**config.mk**
```make
export PLATFORM = sky130hd
export DESIGN_NAME = arb_grant_dispatch
export DESIGN_NICKNAME = d
export VERILOG_FILES = /design/src/rtl/arb_pkg.sv /design/src/rtl/arb_sync_fifo.sv /design/src/rtl/arb_grant_dispatch.sv
export SDC_FILE = /design/constraint.sdc
export NUM_CORES = 1
export LEC_CHECK = 0
export CORE_MARGIN = 3
export CORE_UTILIZATION = 40
export DETAILED_ROUTE_END_ITERATION = 6
export GPL_ROUTABILITY_DRIVEN = 0
export GPL_TIMING_DRIVEN = 0
export PLACE_DENSITY = 0.84
export SLEW_MARGIN = 10
export SYNTH_ARGS = -nofsm -noshare
export SYNTH_HDL_FRONTEND = slang
export SYNTH_SLANG_ARGS = --single-unit
```
**constraint.sdc**
```tcl
create_clock -name clk -period 4.3 [get_ports clk]
set_input_delay 0.86 -clock clk [delete_from_list [all_inputs] [get_ports clk]]
set_output_delay 0.86 -clock clk [all_outputs]
set_load 0.05 [all_outputs]
```
**src/rtl/arb_pkg.sv**
```systemverilog
// Shared arbiter definitions: requester vector/index types and one-hot helpers.
// Imported by the round-robin arbiter and by its grant dispatcher.
package arb_pkg;

    localparam int unsigned N_REQ_DEF = 8;

    typedef logic [N_REQ_DEF-1:0]         req_vec_t;
    typedef logic [$clog2(N_REQ_DEF)-1:0] req_id_t;

    // Clearing the lowest set bit leaves zero only for a single-bit vector.
    function automatic logic is_onehot(input req_vec_t v);
        return (v != '0) && ((v & (v - 1'b1)) == '0);
    endfunction

    // Index of the lowest set bit; 0 for an all-zero vector.
    function automatic req_id_t onehot_to_idx(input req_vec_t v);
        req_id_t idx;
        idx = '0;
        for (int unsigned i = N_REQ_DEF; i > 0; i--) begin
            if (v[i-1]) begin
                idx = req_id_t'(i - 1);
            end
        end
        return idx;
    endfunction

endpackage

```
**src/rtl/arb_sync_fifo.sv**
```systemverilog
// Small synchronous FIFO holding {id, data} entries for the grant dispatcher.
// Head word reads as zero while empty so downstream never sees stale entries.
module arb_sync_fifo #(
    parameter int unsigned WIDTH = 19,
    parameter int unsigned DEPTH = 2
) (
    input  logic                     clk,
    input  logic                     reset,
    input  logic                     push,
    input  logic [WIDTH-1:0]         wdata,
    input  logic                     pop,
    output logic [WIDTH-1:0]         rdata,
    output logic                     full,
    output logic                     empty,
    output logic [$clog2(DEPTH):0]   count
);

    localparam int unsigned PTR_W = $clog2(DEPTH);
    localparam int unsigned CNT_W = PTR_W + 1;

    logic [WIDTH-1:0] mem [DEPTH];
    logic [PTR_W-1:0] wr_ptr;
    logic [PTR_W-1:0] rd_ptr;
    logic [CNT_W-1:0] cnt;
    logic             do_push;
    logic             do_pop;

    assign full    = (cnt == CNT_W'(DEPTH));
    assign empty   = (cnt == '0);
    assign count   = cnt;
    assign do_push = push && !full;
    assign do_pop  = pop && !empty;
    assign rdata   = empty ? '0 : mem[rd_ptr];

    // Storage carries no reset; validity is tracked entirely by cnt.
    always_ff @(posedge clk) begin
        if (do_push) begin
            mem[wr_ptr] <= wdata;
        end
    end

    always_ff @(posedge clk) begin
        if (reset) begin
            wr_ptr <= '0;
            rd_ptr <= '0;
            cnt    <= '0;
        end else begin
            if (do_push) begin
                wr_ptr <= wr_ptr + 1'b1;
            end
            if (do_pop) begin
                rd_ptr <= rd_ptr + 1'b1;
            end
            case ({do_push, do_pop})
                2'b10:   cnt <= cnt + 1'b1;
                2'b01:   cnt <= cnt - 1'b1;
                default: cnt <= cnt;
            endcase
        end
    end

endmodule

```
**src/rtl/arb_grant_dispatch.sv**
```systemverilog
// Captures the payload of the granted requester into an output FIFO, acks the
// winner one cycle later, flags multi-hot grants and counts accepted transfers.
module arb_grant_dispatch
    import arb_pkg::*;
#(
    parameter int unsigned N_REQ  = 8,
    parameter int unsigned DATA_W = 16,
    parameter int unsigned DEPTH  = 2,
    parameter int unsigned CNT_W  = 16
) (
    input  logic                      clk,
    input  logic                      reset,
    input  logic [N_REQ-1:0]          grant,
    input  logic [N_REQ*DATA_W-1:0]   req_data,
    output logic [N_REQ-1:0]          ack,
    output logic                      out_valid,
    input  logic                      out_ready,
    output logic [DATA_W-1:0]         out_data,
    output logic [$clog2(N_REQ)-1:0]  out_id,
    output logic                      full,
    output logic                      err_multi,
    output logic [CNT_W-1:0]          xfer_cnt
);

    localparam int unsigned ID_W    = $clog2(N_REQ);
    localparam int unsigned ENTRY_W = ID_W + DATA_W;
    localparam int unsigned FCNT_W  = $clog2(DEPTH) + 1;

    req_vec_t            grant_v;
    logic                grant_onehot;
    logic                grant_multi;
    logic [ID_W-1:0]     grant_idx;
    logic [DATA_W-1:0]   grant_data;
    logic                push;
    logic                pop;
    logic [ENTRY_W-1:0]  head;
    logic                fifo_empty;
    logic [FCNT_W-1:0]   fifo_count;

    assign grant_v      = req_vec_t'(grant);
    assign grant_onehot = is_onehot(grant_v);
    assign grant_multi  = (grant != '0) && !grant_onehot;
    assign grant_idx    = ID_W'(onehot_to_idx(grant_v));
    assign grant_data   = req_data[grant_idx*DATA_W +: DATA_W];

    // Space is judged on registered occupancy only: a pop in the same cycle
    // does not make room, so a grant while full is simply left pending.
    assign push = grant_onehot && (fifo_count < FCNT_W'(DEPTH));
    assign pop  = out_valid && out_ready;

    arb_sync_fifo #(
        .WIDTH (ENTRY_W),
        .DEPTH (DEPTH)
    ) u_fifo (
        .clk   (clk),
        .reset (reset),
        .push  (push),
        .wdata ({grant_idx, grant_data}),
        .pop   (pop),
        .rdata (head),
        .full  (full),
        .empty (fifo_empty),
        .count (fifo_count)
    );

    assign out_valid          = !fifo_empty;
    assign {out_id, out_data} = head;

    always_ff @(posedge clk) begin
        if (reset) begin
            ack       <= '0;
            err_multi <= 1'b0;
            xfer_cnt  <= '0;
        end else begin
            ack       <= push ? grant : '0;
            err_multi <= err_multi | grant_multi;
            if (push) begin
                xfer_cnt <= xfer_cnt + 1'b1;
            end
        end
    end

endmodule

```
==> qor.yml, run 1 <==
worstReg2RegStart: "u_fifo.count[1]"
fin_nets: 752
r2r_cells: 7
final_common_cell: "clkdlybuf4s50_1"
initial_core_util_pct: 41.9
fmax_mhz: 260
power_density_mw_per_mm2: 248
path_delay_family: "buffers and inverters"
seqPwrFrac_pct: 46.2
synthTopCellsByArea: "edfxtp_1 (29%), dfxtp_1 (15%), a211oi_1 (12%)"
hold_depth: 2
cts_resized: 0
grt_usage_pct: 24.8
drive_above_1_share_pct: 4.55
report.final.slew_viol_count: 0
pin_count: 185
route.detailed.drc: 0
setup_viol: 0
drv_cap: 0
syn_nets: 557
drtPass1Iterations: 5
avgViaCountPerCell: 5.67
cp-start-kind: "flop"
synth_seq_cells: 68
critPathCaptureType: "primary output"
worst_path_largest_cell_delay_ns: 0.81
critPathMaxFanout: 10
crit_arrival_ns: 2.98
rsz0062_at_grt: "no"
p_leak_nw: 2.06
instances_no_fill: 745
hold_path_class: "reg -> reg"
synth_async_sr_flop_share_pct: 0
cts.hold.buffers_added: 0
fin_crit_sh_pct: 89.3
cts_sinks: 68
path_cells: "clkbuf_1, buf_1, mux2i_1, nor2_1, clkdlybuf4s50_1"
syn_inst: 416
clock_latency_ns: 0.34
min_from: "xfer_cnt[15]"
drtIter0Drc: 312
ant_nets: 0
swShare_pct: 27.0
place_ws_ns: 0.364
gr-total-overflow: 0
cts_root_buf: "clkbuf_8"
synth_top_cell_by_area: "edfxtp_1"
antenna_found_initial: 0
clockBufferDepth: 2
port_buffers: 183
reg2reg_to: "u_fifo.mem[0][3]"
internal_power_mw: 1.11
wl_per_cell_um: 18.8
hold_violations: 0
ir_drop_uv: 141
power.share.combinational_pct: 22.6
num_vias: 4223
num_rows: 35
grt_pass1_wl_mm: 21.6
worstPathBufferInverterCount: 3
reg2reg_setup_slack_ns: 1.72
die_area_mm2: 0.0110
synth_top_area_share_pct: 29.0
htree_num_levels: 3
diodes: 0
cts_tree: "done"
critical_path_class: "reg -> out"
ys.flop_type: "edfxtp_1"
routed_wl_mm: 14.0
synth-edff-count: 38
slew_headroom_pct: 38.6
cts_inserted_buffers: 9
final_cell_mix: "clkdlybuf4s50_1 (183), and3_1 (65), a211oi_1 (64)"
p_total_mw: 1.51
die_y_um: 105
grt_pass1_vias: 4112
tightest_slew_ns: 0.921
grt_max_degree: 20
core_region_area_mm2: 0.00937
cts_setup_buffers: 0
yosys_warnings: 0
synthDistinctLibCells: 44
required_ns: 3.44
status: "complete, no violations"
fin_crit_ns: 3.84
setup_slack_ns: 0.459
syn-cell-area_mm2: 0.00393
p_sw_mw: 0.408
die_w_um: 105
avgSynthCellArea_um2: 9.44
critPathSlowestCell: "clkdlybuf4s50_1"
p_clk_share_pct: 31.2
ys_seq_area_share_pct: 44.3
cts.reportedPaths.clkPinSlew_ns: 0.08
dp_hpwl_mm: 11.0
min_to: "xfer_cnt[15]"
area_growth_pct: 55.5
dp.cells: 729
fin_skew_ns: 0.0101
## cell type report
type,count,area [um^2]
timing repair buffer,184,1840
buffer,37,146
tap,129,161
inverter,4,15.0
clock buffer,11,141
sequential,68,1740
multi-input combinational,307,2030
clock inverter,5,32.5
fill,773,3260
## routing by layer
metal / up-vias / share of wire (%) / wire length, um / GRT usage [%]
li1: 2004 / - / - / -
met1: 1960 / 40 / 5640 / 31.3
met2: 211 / 48 / 6750 / 40.4
met3: 48 / 7.2 / 1010 / 4.82
met4: 0 / 4.3 / 609 / 12.2
met5: - / 0 / 0 / 0
## state kept, by name, summed over array words and instances, names as in the netlist, named ones only
signal,flops
ack,8
err_multi,1
u_fifo.count,2
u_fifo.mem,38
u_fifo.rd_ptr,1
u_fifo.wr_ptr,1
xfer_cnt,16
## worst max path at each step
stage / to / slack, ns / cells past startpoint
after floorplan: u_fifo.mem[0][0] / 0.96 / 7
after global routing: out_data[13] / 0.26 / 5
after global placement: u_fifo.mem[0][7] / -0.25 / 8
after detailed placement: u_fifo.mem[0][1] / 0.36 / 9
after CTS: out_data[14] / 0.41 / 5
final: out_data[8] / 0.46 / 5
## cell usage after synthesis, types with 2 or more instances
master     n
buf_1      2
nand2_1   12
ha_1       2
o21ai_0    5
and3_1    65
o21ai_1    2
xnor2_1    8
and2_1     7
a22oi_1    2
dfxtp_1   30
a21oi_1   12
or3_1      2
nor2b_1    4
mux2i_1   19
nand3_1    3
or2_2      4
nor2_1    38
a211oi_1  64
nor4_1    20
inv_1      3
o22ai_1    2
or4_1      7
edfxtp_1  38
nor3b_1    2
clkbuf_1  34
nand4_1    4
o31ai_1    7
nor3_1     2
## kinds of logic after synthesis
kind of cell,after synthesis,share of synthesized area (%)
fa+ha+maj,2,0.637
buf+inv,41,4.11
compound gates,99,17.8
flops,68,44.3
mux,19,4.84
xor+xnor,9,2.01
simple gates,178,26.3
## power by group through the flow
stage / Combinational, mW / Clock, mW / Sequential [mW]
after detailed placement: 0.338 / 0 / 0.714
after global placement: 0.331 / 0 / 0.714
after floorplan: 0.145 / 0 / 0.718
after CTS: 0.339 / 0.473 / 0.700
after global routing: 0.365 / 0.509 / 0.700
final: 0.342 / 0.472 / 0.700
## worst register-to-register path, cell delays in order, from the launching register on
cell	delay, ns
dfxtp_1	0.37
nand3b_1	0.33
nor3_4	0.43
inv_2	0.09
buf_6	0.15
clkbuf_1	0.24
nor2_2	0.45
buf_6	0.23
## per-stage QoR
| stage | hold slack, ns | cell area (um^2) | TNS [ns] | utilization (%) |
|---|---|---|---|---|
| after floorplan | 0.475 | 3930 | 0 | - |
| after global placement | 0.463 | 5920 | -4.77 | 63.2 |
| after detailed placement | 0.476 | 5940 | 0 | 63.3 |
| after CTS | 0.487 | 6110 | 0 | 65.2 |
| after global routing | 0.537 | 6110 | 0 | 65.2 |
| final | 0.490 | 6110 | 0 | 65.2 |
(Power assumes the default switching activity.)
==> run 2: changes to the inputs <==
CORE_ASPECT_RATIO = 2   (was default)
==> qor.yml, run 2 (synthesized netlist as in run 1, its figures left out) <==
status: "complete, no violations"
finalSetupTns_ns: 0
slew_headroom_pct: 40.4
drtPass1Iterations: 4
final_cell_mix: "clkdlybuf4s50_1 (183), and3_1 (65), a211oi_1 (64)"
worst_path_largest_cell_delay_ns: 0.86
initial_core_util_pct: 41.6
area_growth_pct: 58.9
drv_cap: 0
cts_setup_buffers: 0
grt_max_degree: 20
route.detailed.drc: 0
cp-start-kind: "flop"
final_common_cell: "clkdlybuf4s50_1"
hold_path_class: "reg -> reg"
place_ws_ns: 0.319
gr-total-overflow: 0
critical_path_class: "reg -> out"
fin_skew_ns: 0.00302
htree_num_levels: 3
worstPathBufferInverterCount: 3
hold_depth: 2
port_buffers: 183
place_area_mm2: 0.00594
fin_crit_ns: 3.89
r2r_cells: 8
rsz0062_at_grt: "no"
drtIter0Drc: 174
grt_pass1_wl_mm: 22.5
p_leak_nw: 2.12
critPathMaxFanout: 10
required_ns: 3.44
diodes: 0
cts_tree: "done"
cts_root_buf: "clkbuf_16"
min_from: "err_multi"
setup_slack_ns: 0.415
dp_hpwl_mm: 11.3
ant_nets: 0
pin_count: 185
n_fill_cell: 743
wl_per_cell_um: 18.9
die_area_mm2: 0.0111
cts_sinks: 68
core_region_area_mm2: 0.00945
path_delay_family: "buffers and inverters"
p_total_mw: 1.76
antenna_found_initial: 0
min_to: "err_multi"
setup_viol: 0
reg.largest.list: "u_fifo.mem (38), xfer_cnt (16), ack (8)"
power_density_mw_per_mm2: 282
clock_latency_ns: 0.32
cts.reportedPaths.clkPinSlew_ns: 0.05
worstReg2RegStart: "u_fifo.count[1]"
ir_drop_uv: 216
grt_usage_pct: 25.4
tightest_slew_ns: 0.894
die_w_um: 76.1
crit_arrival_ns: 3.03
drive_above_1_share_pct: 4.71
critPathCaptureType: "primary output"
path_cells: "clkbuf_1, buf_1, mux2i_1, nor2_1, clkdlybuf4s50_1"
cts.hold.buffers_added: 0
grt_pass1_vias: 4543
reg2reg_to: "u_fifo.count[1]"
avgViaCountPerCell: 5.69
routed_wl_mm: 14.1
stdcell_area_mm2: 0.00624
regMostFlops: "u_fifo.mem"
critPathSlowestCell: "clkdlybuf4s50_1"
num_rows: 50
clockBufferDepth: 2
cts_resized: 0
largest_register_ffs: 38
whs_ns: 0.489
reg2reg_setup_slack_ns: 1.74
num_vias: 4243
fmax_mhz: 257
report.final.slew_viol_count: 0
cts_inserted_buffers: 9
fin_nets: 752
fin_crit_sh_pct: 90.4
die_y_um: 146
hold_violations: 0
run 2: routing by layer:
layer | track usage, % | part of all wire [%] | vias up
met4 | 17.7 | 6.3 | 0
met1 | 24.0 | 32 | 1963
met3 | 3.89 | 5.1 | 52
met5 | 0 | 0 | -
li1 | - | - | 2000
met2 | 48.8 | 57 | 228
run 2: power breakdown:
group	internal [mW]	leakage [nW]	total, mW	switching [mW]
clock	0.461	0.154	0.718	0.256
sequential	0.699	0.583	0.701	0.00225
combinational	0.181	1.38	0.342	0.161
total	1.34	2.12	1.76	0.420
run 2: area by class of cell:
class	instances	area [um^2]	share of cell area, %
buffer	37	146	2.35
clock buffer	13	285	4.57
clock inverter	3	16.3	0.261
inverter	4	15.0	0.241
multi-input combinational	307	2030	32.5
sequential	68	1740	27.9
tap	130	163	2.61
timing repair buffer	184	1850	29.6
run 2: worst max-delay path by stage:
stage,cells after the start,startpoint,to,slack [ns]
finish,5,flop,out_id[0],0.41
global placement,8,grant[4],u_fifo.mem[0][3],-0.20
detailed placement,11,grant[0],u_fifo.count[1],0.32
global route,5,flop,out_id[0],0.23
CTS,5,flop,out_id[0],0.35
floorplan,7,grant[4],u_fifo.mem[0][0],0.96
run 2: stage by stage:
| stage | instances | utilization [%] |
|---|---|---|
| final | 746 | 66.1 |
| after global routing | 746 | 66.1 |
| after CTS | 746 | 66.1 |
| after detailed placement | 730 | 62.9 |
| after global placement | 729 | 62.7 |
| after floorplan | 416 | - |
run 2: tightest hold or removal path: stages (launching register included):
cell      delay, ns
dfxtp_1        0.33
nor4bb_1       0.06
nor2_1         0.07
==> run 3: changes to the inputs <==
SLEW_MARGIN = default   (was 10)
==> qor.yml, run 3 (synthesized netlist as in run 1, its figures left out) <==
status: "complete, no violations"
avgViaCountPerCell: 5.76
drv_cap: 0
initial_core_util_pct: 41.6
fin_skew_ns: 0.00977
cts_tree: "done"
worst_path_largest_cell_delay_ns: 0.81
power_density_mw_per_mm2: 282
clock_latency_ns: 0.33
fin_crit_sh_pct: 89.3
die_y_um: 146
rsz0062_at_grt: "no"
place_ws_ns: 0.127
multiInputGateArea_mm2: 0.00203
grt_max_degree: 20
final_common_cell: "clkdlybuf4s50_1"
cts_setup_buffers: 0
instances_no_fill: 745
cts_resized: 0
p_leak_nw: 2.10
ant_nets: 0
fin_crit_ns: 3.84
drive_above_1_share_pct: 4.07
slew_headroom_pct: 34.2
port_buffers: 183
die_w_um: 76.1
drtIter0Drc: 263
dp_hpwl_mm: 11.3
cts.hold.buffers_added: 0
fin_nets: 751
path_cells: "clkdlybuf4s50_1, nor4_2, a22oi_2, nor3_4, inv_2, buf_6, clkbuf_1, nor2_2"
largest_register_ffs: 38
reg.largest.list: "u_fifo.mem (38), xfer_cnt (16), ack (8)"
cts.reportedPaths.clkPinSlew_ns: 0.05
critPathSlowestCell: "nor2_2"
setup_slack_ns: 0.460
cts_sinks: 68
grt_pass1_vias: 4482
final_cell_mix: "clkdlybuf4s50_1 (183), and3_1 (65), a211oi_1 (64)"
cp-start-kind: "input port"
pin_count: 185
crit_arrival_ns: 3.79
report.final.slew_viol_count: 0
htree_num_levels: 3
grt_usage_pct: 25.0
dp.cells: 729
num_vias: 4293
clockBufferDepth: 2
ir_drop_uv: 212
drtPass1Iterations: 5
hold_violations: 0
n_fill_cell: 751
route.detailed.drc: 0
wl_per_cell_um: 19.0
regMostFlops: "u_fifo.mem"
core_region_area_mm2: 0.00945
num_rows: 50
gr-total-overflow: 0
critical_path_class: "in -> reg"
fmax_mhz: 260
area_growth_pct: 58.3
cts_root_buf: "clkbuf_16"
cts_inserted_buffers: 9
setup_viol: 0
grt_pass1_wl_mm: 22.1
hold_path_class: "reg -> reg"
routed_wl_mm: 14.2
critPathMaxFanout: 19
diodes: 0
required_ns: 4.25
critPathCaptureType: "flop"
antenna_found_initial: 0
final-seq-area_mm2: 0.00174
die_area_mm2: 0.0111
tightest_slew_ns: 0.986
-- run 3: cell count changes in the layout (fill, tap and decap cells not counted) --
cell and change:
inv_4 -1, clkinv_2 -1, clkbuf_1 +3, clkbuf_4 -1
buf_8 -1
-- run 3: worst paths after layout --
check | start | to | slack (ns) | cells after the start
worst min-delay path | err_multi | err_multi | 0.49 | 2
worst max register to register | u_fifo.count[1] | u_fifo.mem[0][3] | 1.47 | 6
worst max-delay path | grant[0] | u_fifo.mem[0][3] | 0.46 | 8
worst min register to register | err_multi | err_multi | 0.49 | 2
-- run 3: power breakdown --
group / total (mW) / internal, mW / switching (mW)
clock network: 0.712 / 0.456 / 0.256
registers: 0.701 / 0.699 / 0.00230
logic: 0.342 / 0.181 / 0.161
-- run 3: area by class of cell --
type / count / area share, %
clock inverters: 1 / 0.0805
multi-input cells: 307 / 32.6
well taps: 130 / 2.62
flip-flops and latches: 68 / 28.0
repair buffers: 183 / 29.5
plain buffers: 37 / 2.35
clock buffers: 15 / 4.65
inverters: 4 / 0.241
-- run 3: critical path, delay by kind of cell --
| kind | cells | cell delay, ns |
|---|---|---|
| AND/OR/NAND/NOR | 3 | 1.69 |
| buffers and inverters | 4 | 1.03 |
| AO/OA/AOI/OAI | 1 | 0.21 |
-- run 3: metal layers --
metal | track usage [%] | share of wire [%] | wire length, um | vias up
li1 | - | - | - | 1997
met1 | 24.0 | 33 | 4680 | 1971
met2 | 47.3 | 55 | 7810 | 270
met3 | 2.96 | 5.8 | 818 | 55
met4 | 19.3 | 6.2 | 884 | 0
met5 | 0 | 0 | 0 | -
-- run 3: stage by stage --
stage	cell area [um^2]	hold WS (ns)	setup TNS, ns	utilization (%)	power [mW]
after floorplan	3930	0.475	0	-	0.862
after global placement	5920	0.461	-3.85	62.7	1.04
after detailed placement	5930	0.480	0	62.7	1.05
after CTS	6220	0.492	0	65.8	1.76
after global routing	6220	0.522	0	65.8	1.81
final	6220	0.492	0	65.8	1.76
